===== src/rtl/mc_control.sv =====
// Multi-cycle MIPS-subset main controller.
// Moore FSM: every datapath select/enable is decoded from the state register.
// The only input-dependent outputs are alu_ctrl in EXECUTE (decoded from
// funct) and pc_en (depends on zero). illegal_op and instr_done are
// registered one-cycle pulses that appear in the FETCH cycle that follows
// the instruction they describe.
module mc_control (
  input  logic       clk,
  input  logic       rst_n,
  input  logic [5:0] opcode,
  input  logic [5:0] funct,
  input  logic       zero,
  output logic       pc_en,
  output logic       i_or_d,
  output logic       mem_read,
  output logic       mem_write,
  output logic       ir_write,
  output logic       reg_dst,
  output logic       mem_to_reg,
  output logic       reg_write,
  output logic       alu_src_a,
  output logic [1:0] alu_src_b,
  output logic [1:0] pc_source,
  output logic [2:0] alu_ctrl,
  output logic [3:0] state,
  output logic       illegal_op,
  output logic       instr_done
);

  typedef enum logic [3:0] {
    FETCH   = 4'd0,
    DECODE  = 4'd1,
    MEMADR  = 4'd2,
    MEMRD   = 4'd3,
    MEMWB   = 4'd4,
    MEMWR   = 4'd5,
    EXECUTE = 4'd6,
    ALUWB   = 4'd7,
    BRANCH  = 4'd8,
    ADDIEX  = 4'd9,
    ADDIWB  = 4'd10,
    JUMP    = 4'd11
  } state_t;

  localparam logic [5:0] OP_RTYPE = 6'b000000;
  localparam logic [5:0] OP_J     = 6'b000010;
  localparam logic [5:0] OP_BEQ   = 6'b000100;
  localparam logic [5:0] OP_ADDI  = 6'b001000;
  localparam logic [5:0] OP_LW    = 6'b100011;
  localparam logic [5:0] OP_SW    = 6'b101011;

  localparam logic [5:0] FN_ADD = 6'b100000;
  localparam logic [5:0] FN_SUB = 6'b100010;
  localparam logic [5:0] FN_AND = 6'b100100;
  localparam logic [5:0] FN_OR  = 6'b100101;
  localparam logic [5:0] FN_SLT = 6'b101010;

  localparam logic [2:0] ALU_AND = 3'b000;
  localparam logic [2:0] ALU_OR  = 3'b001;
  localparam logic [2:0] ALU_ADD = 3'b010;
  localparam logic [2:0] ALU_SUB = 3'b110;
  localparam logic [2:0] ALU_SLT = 3'b111;

  state_t state_q;
  state_t next_state;
  logic   pc_write;
  logic   pc_write_cond;
  logic   illegal_d;
  logic   done_d;

  // State register and the two registered status pulses.
  // NOTE: sequential state uses non-blocking (<=) so every register samples
  // pre-edge values; blocking here would create order-dependent simulation.
  always_ff @(posedge clk or negedge rst_n) begin
    if (!rst_n) begin
      state_q    <= FETCH;
      illegal_op <= 1'b0;
      instr_done <= 1'b0;
    end else begin
      state_q    <= next_state;
      illegal_op <= illegal_d;
      instr_done <= done_d;
    end
  end

  // Next-state logic and Moore output decode.
  // NOTE: every output gets a default before the case so no path leaves a
  // variable unassigned; an unassigned path in always_comb infers a latch.
  always_comb begin
    next_state    = FETCH;
    pc_write      = 1'b0;
    pc_write_cond = 1'b0;
    i_or_d        = 1'b0;
    mem_read      = 1'b0;
    mem_write     = 1'b0;
    ir_write      = 1'b0;
    reg_dst       = 1'b0;
    mem_to_reg    = 1'b0;
    reg_write     = 1'b0;
    alu_src_a     = 1'b0;
    alu_src_b     = 2'b00;
    pc_source     = 2'b00;
    alu_ctrl      = 3'b000;
    illegal_d     = 1'b0;
    done_d        = 1'b0;

    case (state_q)
      FETCH: begin
        mem_read   = 1'b1;
        ir_write   = 1'b1;
        pc_write   = 1'b1;
        alu_src_b  = 2'b01;
        alu_ctrl   = ALU_ADD;
        next_state = DECODE;
      end
      DECODE: begin
        // Speculatively compute the branch target while decoding.
        alu_src_b = 2'b11;
        alu_ctrl  = ALU_ADD;
        case (opcode)
          OP_LW, OP_SW: next_state = MEMADR;
          OP_RTYPE:     next_state = EXECUTE;
          OP_BEQ:       next_state = BRANCH;
          OP_ADDI:      next_state = ADDIEX;
          OP_J:         next_state = JUMP;
          default: begin
            next_state = FETCH;
            illegal_d  = 1'b1;
          end
        endcase
      end
      MEMADR: begin
        alu_src_a  = 1'b1;
        alu_src_b  = 2'b10;
        alu_ctrl   = ALU_ADD;
        next_state = (opcode == OP_LW) ? MEMRD : MEMWR;
      end
      MEMRD: begin
        mem_read   = 1'b1;
        i_or_d     = 1'b1;
        next_state = MEMWB;
      end
      MEMWB: begin
        reg_write  = 1'b1;
        mem_to_reg = 1'b1;
        next_state = FETCH;
        done_d     = 1'b1;
      end
      MEMWR: begin
        mem_write  = 1'b1;
        i_or_d     = 1'b1;
        next_state = FETCH;
        done_d     = 1'b1;
      end
      EXECUTE: begin
        alu_src_a  = 1'b1;
        alu_src_b  = 2'b00;
        next_state = ALUWB;
        case (funct)
          FN_ADD:  alu_ctrl = ALU_ADD;
          FN_SUB:  alu_ctrl = ALU_SUB;
          FN_AND:  alu_ctrl = ALU_AND;
          FN_OR:   alu_ctrl = ALU_OR;
          FN_SLT:  alu_ctrl = ALU_SLT;
          default: begin
            alu_ctrl   = ALU_ADD;
            illegal_d  = 1'b1;
            next_state = FETCH;
          end
        endcase
      end
      ALUWB: begin
        reg_write  = 1'b1;
        reg_dst    = 1'b1;
        next_state = FETCH;
        done_d     = 1'b1;
      end
      BRANCH: begin
        alu_src_a     = 1'b1;
        alu_src_b     = 2'b00;
        alu_ctrl      = ALU_SUB;
        pc_write_cond = 1'b1;
        pc_source     = 2'b01;
        next_state    = FETCH;
        done_d        = 1'b1;
      end
      ADDIEX: begin
        alu_src_a  = 1'b1;
        alu_src_b  = 2'b10;
        alu_ctrl   = ALU_ADD;
        next_state = ADDIWB;
      end
      ADDIWB: begin
        reg_write  = 1'b1;
        next_state = FETCH;
        done_d     = 1'b1;
      end
      JUMP: begin
        pc_write   = 1'b1;
        pc_source  = 2'b10;
        next_state = FETCH;
        done_d     = 1'b1;
      end
      // Unused encodings 12-15 recover to FETCH without retiring anything.
      default: next_state = FETCH;
    endcase
  end

  assign pc_en = pc_write | (pc_write_cond & zero);
  assign state = state_q;

endmodule


===== config.mk =====
export PLATFORM = sky130hd
export DESIGN_NAME = mc_control
export DESIGN_NICKNAME = d
export VERILOG_FILES = /design/src/rtl/mc_control.sv
export SDC_FILE = /design/constraint.sdc
export NUM_CORES = 1
export LEC_CHECK = 0
export ABC_AREA = 1
export CORE_UTILIZATION = 38
export DETAILED_ROUTE_END_ITERATION = 10
export MAX_ROUTING_LAYER = met4
export PLACE_DENSITY_LB_ADDON = 0.25
export SYNTH_ARGS = -nofsm -noshare
export SYNTH_HDL_FRONTEND = slang
export SYNTH_SLANG_ARGS = --single-unit
export TNS_END_PERCENT = 10

===== constraint.sdc =====
create_clock -name clk -period 2.7 [get_ports clk]
set_input_delay 0.675 -clock clk [delete_from_list [all_inputs] [get_ports clk]]
set_output_delay 0.675 -clock clk [all_outputs]
set_load 0.005 [all_outputs]

### Yosys cells after proc, flatten, opt, wreduce, memory -nomap -nowiden

Cells that the tools add are included.
W data, S select, Z words.

* bitwise gates (word level): 2
* muxes and demuxes: 22
* eq/ne operators: 21
* reductions and logical operators: 13

Operators with widths (number)
* $eq A6 B6 Y1 const B: 7
* $pmux W4 S6: 1
* $pmux W4 S5: 1
* $eq A4 B3 Y1 const B: 4
* $eq A4 B4 Y1 const B: 4
* $mux W1: 13
* $pmux W3 S4: 1
* $reduce_or A6 Y1: 2
* $reduce_or A2 Y1: 5
* $pmux W3 S3: 1
* $eq A4 B2 Y1 const B: 2
* $reduce_or A4 Y1: 2
* $eq A6 B2 Y1 const B: 1
* $eq A6 B3 Y1 const B: 1
* $eq A6 B4 Y1 const B: 1
* $logic_not A6 Y1: 1
* $mux W3: 2
* $pmux W2 S3: 1
* $reduce_or A5 Y1: 1
* $eq A4 B1 Y1 const B: 1
* $logic_not A4 Y1: 1
* $pmux W2 S2: 1
* $reduce_or A3 Y1: 1
* $pmux W1 S2: 1
* other kinds (2): 2

* output and inout port bits: 22
* word-level logic and storage cells: 61
* flip-flop bits (word level): 6

### Longest topological paths before layout

Gate-level depths: netlist (run 1).

* depth in word-level cells: 4
* depth in mapped cells: 8
* gate-level depth less buffers: 8

### Worst setup path before layout (run 1)

Ideal clock, no wire load.

* path type: input-to-output
* from: in funct[3]
* to: out alu_ctrl[0]
* path slack: 0.913 ns
* arrival: 1.112 ns
* required time: 2.025 ns
* stages on the path: 5
* cells stage by stage: inv_1 -> nand2_1 -> nor2_1 -> nand2_1 -> o22ai_1

* cells in the longest elaborated chain, start to end: 3
* elaborated cells on any way between the ends: 6
* classes of those cells: eq/ne: 4; mux: 2

Ends and longest elaborated chain
* from (decl): RTL line 11 `input logic [5:0] funct,`
* $eq A6 B6 Y1: RTL line 159 `case (funct)`
* $pmux W3 S4 (*): RTL line 159
* $pmux W3 S3 (*): RTL line 107 `case (state_q)`
* to (decl): RTL line 24 `output logic [2:0] alu_ctrl,`

Every way passes the cells marked *; elsewhere a longest branch is shown, timed or not.

### Worst setup path after layout (run 1)

* from: in funct[5]
* to: out alu_ctrl[2]

The elaborated chain is that of the path after synthesis.

==> impl_results.md, run 1 <==
- Status: completed
- Slew @ Worst Pin: 0.2698 ns
- Reg clk slew, reported paths: 0.05 ns
- Layout area overhead: 70.17%
- Setup CP Type: input port to output pin
- Post-Syn Area: 595.6 um^2
- Worst-path maximum fanout: 2
- Dpl cells: 162
- Detailed Route WL: 1.698 mm
- PwrDens: 609.5 nW/um^2
- Global-route wire length before repair: 2.932 mm
- Routed len/inst: 10.29 um
- # IOs: 37
- Slew Limit Headroom: 81.96%
- Detailed Place HPWL: 1.430 mm
- Crit-path max cell delay: 0.49 ns
- Clock Latency Late Sink: 0.26 ns
- Post-route DRC violation count: 0
- Core box area: 1383 um^2
- Critical path required time: 2.03 ns
- Gr ovfl total: 0
- DIE HEIGHT: 41.59 um
- RSZ-0062 raised after global routing: true
- Largest net degree at the start of global routing: 7
- Synth area leaders: dfrtp_1 (25%), nor2_1 (18%), nand2_1 (16%)
- # setup viols final: 0
- Post-CTS Hold Buffers: 0
- Maximum vdd drop: 394.0 uV
- Final core occ: 73.30%
- Final hold vios: 0
- CP max stage cell: clkdlybuf4s50_1
- Final Critical Period: 2.653 ns
- Sequential share of the synthesized area: 25.21%
- Starting DRT DRC Count: 18
- CP Cell Sequence: clkdlybuf4s50_1 -> nand2_1 -> nor2_2 -> nand3_1 -> nand2_1 -> clkdlybuf4s50_1
- Area leader, netlist: dfrtp_1
- CTS tree: yes
- Finished Layout Cells: 165
- GP Congestion: 0.8537
- Synth cell types: 13
- Part of the cycle the worst path needs: 98.25%
- CP bufs+invs: 2
- Flops & latches, synth: 6
- LEAKAGE: 0.0005176 uW
- Min Hold Slack: 0.6351 ns
- Fin. max-slew vios: 0
- Worst Hold Class: register to register
- Number of global-route vias before repair: 742
- Total CTS buffers: 3
- All-Layer GR Usage: 22.96%
- Max Freq: 377.0 MHz
- PortBufs: 36
- Net count after synthesis: 125
- Drt pass-1 iters: 4
- Power Total: 617.7 uW
- Worst setup EP type: output pin
- Post-synth top area share: 25.21%
- ANT cells: 0
- Bufs on Longest Clock Path: 2
- Initial antenna violation count: 0
- Nets: 167
- Worst Skew: 0.01032 ns
- Total number of vias: 840
- Routed Antenna Nets: 0
- Vias per std cell: 5.091
- Dpl cell area: 982.2 um^2
- Layout cell share with drive strength beyond 1: 10.00%
- CP Launch Type: input port
- H-tree depth: 1
- Syn Inst Count: 110
- Post-route cell area: 1013 um^2
- Post-Syn Area per Cell: 5.414 um^2
- Initial core utilization: 43.08%
- Crit-path leading delay family: buffers and inverters
- Yosys warning total: 0
- DIE WIDTH: 41.59 um
- WP data arrival: 1.98 ns
- Clock sinks: 6
- Die area: 1730 um^2
- Root Driver: clkbuf_4
- Max Cap Viol: 0
- Rows: 13
-- worst paths after layout --
path | cells past startpoint | slack [ns] | startpoint | end
setup / recovery | 6 | 0.05 | funct[5] | alu_ctrl[2]
hold / removal | 3 | 0.64 | state[3] | state[0]
setup reg to reg | 7 | 1.56 | state[0] | state[1]
hold reg to reg | 3 | 0.64 | state[3] | state[0]
max in group asynchronous | 1 | 1.82 | rst_n | state[3]
min in group asynchronous | 1 | 0.65 | rst_n | state[2]
-- timing repair --
item,CTS,global route
buffers inserted,0,0
gates cloned,0,0
hold endpoints to repair,0,0
gates resized for setup,2,3
pin swaps,0,1
setup endpoints to repair,3,2
-- cell families (layout without fill, tap and decap cells) --
logic type | count (synthesis) | in the layout | synth area share, %
flops | 6 | 6 | 25.21
compound gates | 7 | 7 | 6.513
simple gates | 77 | 77 | 55.67
buf+inv | 20 | 60 | 12.60
-- worst reg2reg max path: stages (launching register included) --
cell and delay [ns]:
dfrtp_1 0.41, inv_1 0.12, nand2_1 0.12, inv_1 0.13, nand2_1 0.07, nor2_1 0.10, nor2_1 0.04, nand3_1 0.07
-- metal layers --
layer  GRT usage, %  up-vias  share of wire (%)
met2          36.88       47                 52
met3          7.826        6                6.8
met4          16.77        0                3.3
met1          22.93      356                 38
li1               -      431                  -
met5              -        -                  0
-- final cells by class --
type / instances / area, um^2
Multi-Input combinational cell: 84 / 375.4
Timing Repair Buffer: 37 / 371.6
Fill cell: 116 / 369.1
Sequential cell: 6 / 150.1
Inverter: 20 / 75.07
Clock buffer: 3 / 22.52
Tap cell: 15 / 18.77
-- stage by stage --
stage / setup TNS (ns) / worst slack (ns)
after floorplan: 0 / 0.9133
after global placement: -0.03409 / -0.03409
after detailed placement: -0.09565 / -0.07647
after CTS: -0.01324 / -0.01324
after global routing: -0.01997 / -0.01997
final: 0 / 0.04733
-- registers in the layout, summed over array words and instances (netlist names) --
signal,flops
state,4
instr_done,1
illegal_op,1
-- power by group --
part | switching (uW) | leakage [uW] | internal, uW | total (uW)
clock network | 37.1 | 0.0000138 | 50.6 | 87.7
logic | 178 | 0.000425 | 218 | 396
registers | 19.3 | 0.0000791 | 115 | 134
-- cell usage after synthesis --
cell     number
nand3_1      16
inv_2         3
nor2_1       29
o21ai_0       2
nor2_2        4
nand4_1       1
dfrtp_1       6
a21oi_1       2
nand2_1      25
nor2_4        1
nand2_2       1
inv_1        17
o22ai_1       3
-- placed cells by master (no fill, tap or decap) --
master / instances
dfrtp_1: 6
inv_1: 17
nand3_1: 16
inv_2: 3
o22ai_1: 3
nand2_2: 1
clkdlybuf4s50_1: 33
nor2_4: 1
o21ai_0: 2
dlygate4sd2_1: 1
nand2_1: 25
dlymetal6s2s_1: 2
nor2_1: 27
buf_4: 1
nor2_2: 6
clkbuf_4: 3
a21oi_1: 2
nand4_1: 1
(Power assumes the default switching activity.)
==> run 2: changes to the inputs <==
--- a/config.mk
+++ b/config.mk
@@ -6,7 +6,7 @@
 export NUM_CORES = 1
 export LEC_CHECK = 0
 export ABC_AREA = 1
-export CORE_UTILIZATION = 38
+export CORE_UTILIZATION = 36
 export DETAILED_ROUTE_END_ITERATION = 10
 export MAX_ROUTING_LAYER = met4
 export PLACE_DENSITY_LB_ADDON = 0.25
==> constraint.sdc (replaced) <==
create_clock -name clk -period 3 [get_ports clk]
set_input_delay 0.75 -clock clk [delete_from_list [all_inputs] [get_ports clk]]
set_output_delay 0.75 -clock clk [all_outputs]
set_load 0.005 [all_outputs]
==> impl_results.md, run 2 (synthesis gave the netlist of run 1 again) <==
- Status: completed (unchanged)
- Crit-path max cell delay: 0.50 ns (was 0.49 ns)
- Register area: 150.1 um^2 (unchanged)
- Max Freq: 348.5 MHz
- PwrDens: 552.6 nW/um^2 (was 609.5 nW/um^2)
- # IOs: 37 (unchanged)
- RSZ-0062 raised after global routing: false (was true)
- Rows: 14 (was 13)
- Critical path required time: 2.25 ns (was 2.03 ns)
- Worst Skew: 0.006238 ns (was 0.01032 ns)
- CP Launch Type: input port (unchanged)
- Worst-path maximum fanout: 4 (was 2)
- Root Driver: clkbuf_4 (unchanged)
- NetSw: 207.2 uW (was 234.6 uW)
- Dpl cell area: 975.9 um^2 (was 982.2 um^2)
- DIE WIDTH: 42.68 um (was 41.59 um)
- Maximum vdd drop: 271.5 uV (was 394.0 uV)
- Gr ovfl total: 0 (unchanged)
- Final core occ: 65.68% (was 73.30%)
- Final hold vios: 0 (unchanged)
- Clock Latency Late Sink: 0.25 ns (was 0.26 ns)
- Nets: 166 (was 167)
- Crit-path most repeated cell: nand2_1
- Commonest non-fill, non-tap cell in the layout: clkdlybuf4s50_1 (unchanged)
- Max reg flops: 4 (unchanged)
- Vias per std cell: 4.903 (was 5.091)
- Slew @ Worst Pin: 0.2865 ns (was 0.2698 ns)
- Detailed Route WL: 1.600 mm (was 1.698 mm)
- Routed Antenna Nets: 0 (unchanged)
- Area of the multi-input gates: 370.4 um^2 (was 375.4 um^2)
- Post-CTS sizing: 0 (was 2)
- Post-CTS Setup Inserts: 0 (unchanged)
- Power Total: 553.1 uW (was 617.7 uW)
- Layout cell share with drive strength beyond 1: 8.054% (was 10.00%)
- Reg clk slew, reported paths: 0.04 ns (was 0.05 ns)
- Post-route cell area: 1001 um^2 (was 1013 um^2)
- Sw frac: 37.45% (was 37.98%)
- Clock sinks: 6 (unchanged)
- Die area: 1821 um^2 (was 1730 um^2)
- Routed len/inst: 9.697 um (was 10.29 um)
- Starting DRT DRC Count: 19 (was 18)
- Total CTS buffers: 3 (unchanged)
- Fin. max-slew vios: 0 (unchanged)
- Layout area overhead: 68.07% (was 70.17%)
- Internal power: 346.0 uW (was 383.1 uW)
- Drt pass-1 iters: 4 (unchanged)
- CP max stage cell: clkdlybuf4s50_1 (unchanged)
- CTS tree: yes (unchanged)
- Total number of vias: 809 (was 840)
- Pre-CTS WS: 0.05060 ns (was -0.07647 ns)
- Combinational Power Share: 64.1% (about the same)
- WP data arrival: 2.12 ns (was 1.98 ns)
- Most frequent cells in the layout: clkdlybuf4s50_1 (35), nor2_1 (29), nand2_1 (25) (was clkdlybuf4s50_1 (33), nor2_1 (27), nand2_1 (25))
- Worst Hold Class: register to register (unchanged)
- Setup slack after layout: 0.1309 ns (was 0.04733 ns)
- H-tree depth: 1 (unchanged)
- Setup CP Type: input port to output pin (unchanged)
- LEAKAGE: 0.0005167 uW (was 0.0005176 uW)
- Detailed Place HPWL: 1.351 mm (was 1.430 mm)
- PortBufs: 36 (unchanged)
- Initial core utilization: 39.08% (was 43.08%)
- Part of the power in registers: 21.8% (was 21.7%)
- CP Cell Sequence: clkdlybuf4s50_1 -> inv_1 -> nand2_1 -> nor2_1 -> nand2_1 -> nand2_1 -> nand3_1 -> clkdlybuf4s50_1 (was clkdlybuf4s50_1 -> nand2_1 -> nor2_2 -> nand3_1 -> nand2_1 -> clkdlybuf4s50_1)
- Max Cap Viol: 0 (unchanged)
- Fillcell total: 156 (was 116)
- Slew Limit Headroom: 80.84% (was 81.96%)
- Largest net degree at the start of global routing: 7 (unchanged)
- DIE HEIGHT: 42.68 um (was 41.59 um)
- Bufs on Longest Clock Path: 2 (unchanged)
- Core box area: 1524 um^2 (was 1383 um^2)
- Post-CTS Hold Buffers: 0 (unchanged)
- # setup viols final: 0 (unchanged)
- Final Critical Period: 2.869 ns
- GP Congestion: 0.8459 (was 0.8537)
- Worst setup EP type: output pin (unchanged)
- Global-route wire length before repair: 2.918 mm (was 2.932 mm)
- Final setup TNS: 0 ns (unchanged)
- Number of global-route vias before repair: 717 (was 742)
- All-Layer GR Usage: 21.29% (was 22.96%)
- Part of the cycle the worst path needs: 95.64%
- Initial antenna violation count: 0 (unchanged)
- Clock Power Share: 14.1% (was 14.2%)
- Post-route DRC violation count: 0 (unchanged)
- ANT cells: 0 (unchanged)
run 2: cell types whose count changed in the layout (fill, tap and decap cells not counted):
cell             change
buf_4                -1
dlygate4sd2_1        -1
clkdlybuf4s50_1      +2
dlymetal6s2s_1       -1
nor2_1               +2
nor2_2               -2
run 2: critical path, delay by kind of cell:
family / cells / cell delay (ns)
buf+inv: 3 / 1.03
simple gates: 5 / 0.34
run 2: metal layers:
layer,GRT usage [%],wire length (um)
met1,22.96,613
met2,38.18,854
met3,2.979,108
met4,9.375,24
met5,-,0
run 2: through the flow:
step | instances | hold slack [ns]
global route | 165 | 0.7249
floorplan | 110 | 0.4544
global placement | 162 | 0.6410
detailed placement | 162 | 0.6490
CTS | 165 | 0.6573
finish | 165 | 0.6715
run 2: final timing paths:
path                          start           to  slack (ns)  cells past startpoint
min                        state[0]     state[0]        0.67                      3
min reg2reg                state[0]     state[0]        0.67                      3
max                        funct[3]  alu_ctrl[1]        0.13                      8
max in group asynchronous     rst_n     state[0]        2.03                      1
max reg2reg                state[3]     state[0]        1.87                      5
min in group asynchronous     rst_n   illegal_op        0.74                      1
run 2: area by class of cell:
cell class,instances,share of cell area [%]
tap,16,2.000
inverter,20,7.500
clock buffer,3,2.250
sequential,6,15.00
timing repair buffer,36,36.25
multi-input combinational,84,37.00
run 2: power groups by stage:
stage | clock network [uW] | registers [uW] | logic, uW
after CTS | 79.9 | 120 | 358
after global routing | 86.2 | 124 | 392
after global placement | 0 | 120 | 350
final | 77.8 | 121 | 355
after detailed placement | 0 | 121 | 356
after floorplan | 0 | 123 | 151
==> run 3: changes to the inputs <==
==> constraint.sdc (replaced) <==
create_clock -name clk -period 3 [get_ports clk]
set_input_delay 0.75 -clock clk [delete_from_list [all_inputs] [get_ports clk]]
set_output_delay 0.75 -clock clk [all_outputs]
set_load 0.01 [all_outputs]
==> results of run 3 <==
The final DEF is identical to that of run 2. Status: completed.
Main changes from that run: setup slack after placement 0.05060 ns -> 0.01502 ns; setup slack after layout 0.1309 ns -> 0.09557 ns; total power 553.1 uW -> 586.2 uW; worst IR drop on VDD 271.5 uV -> 284.1 uV
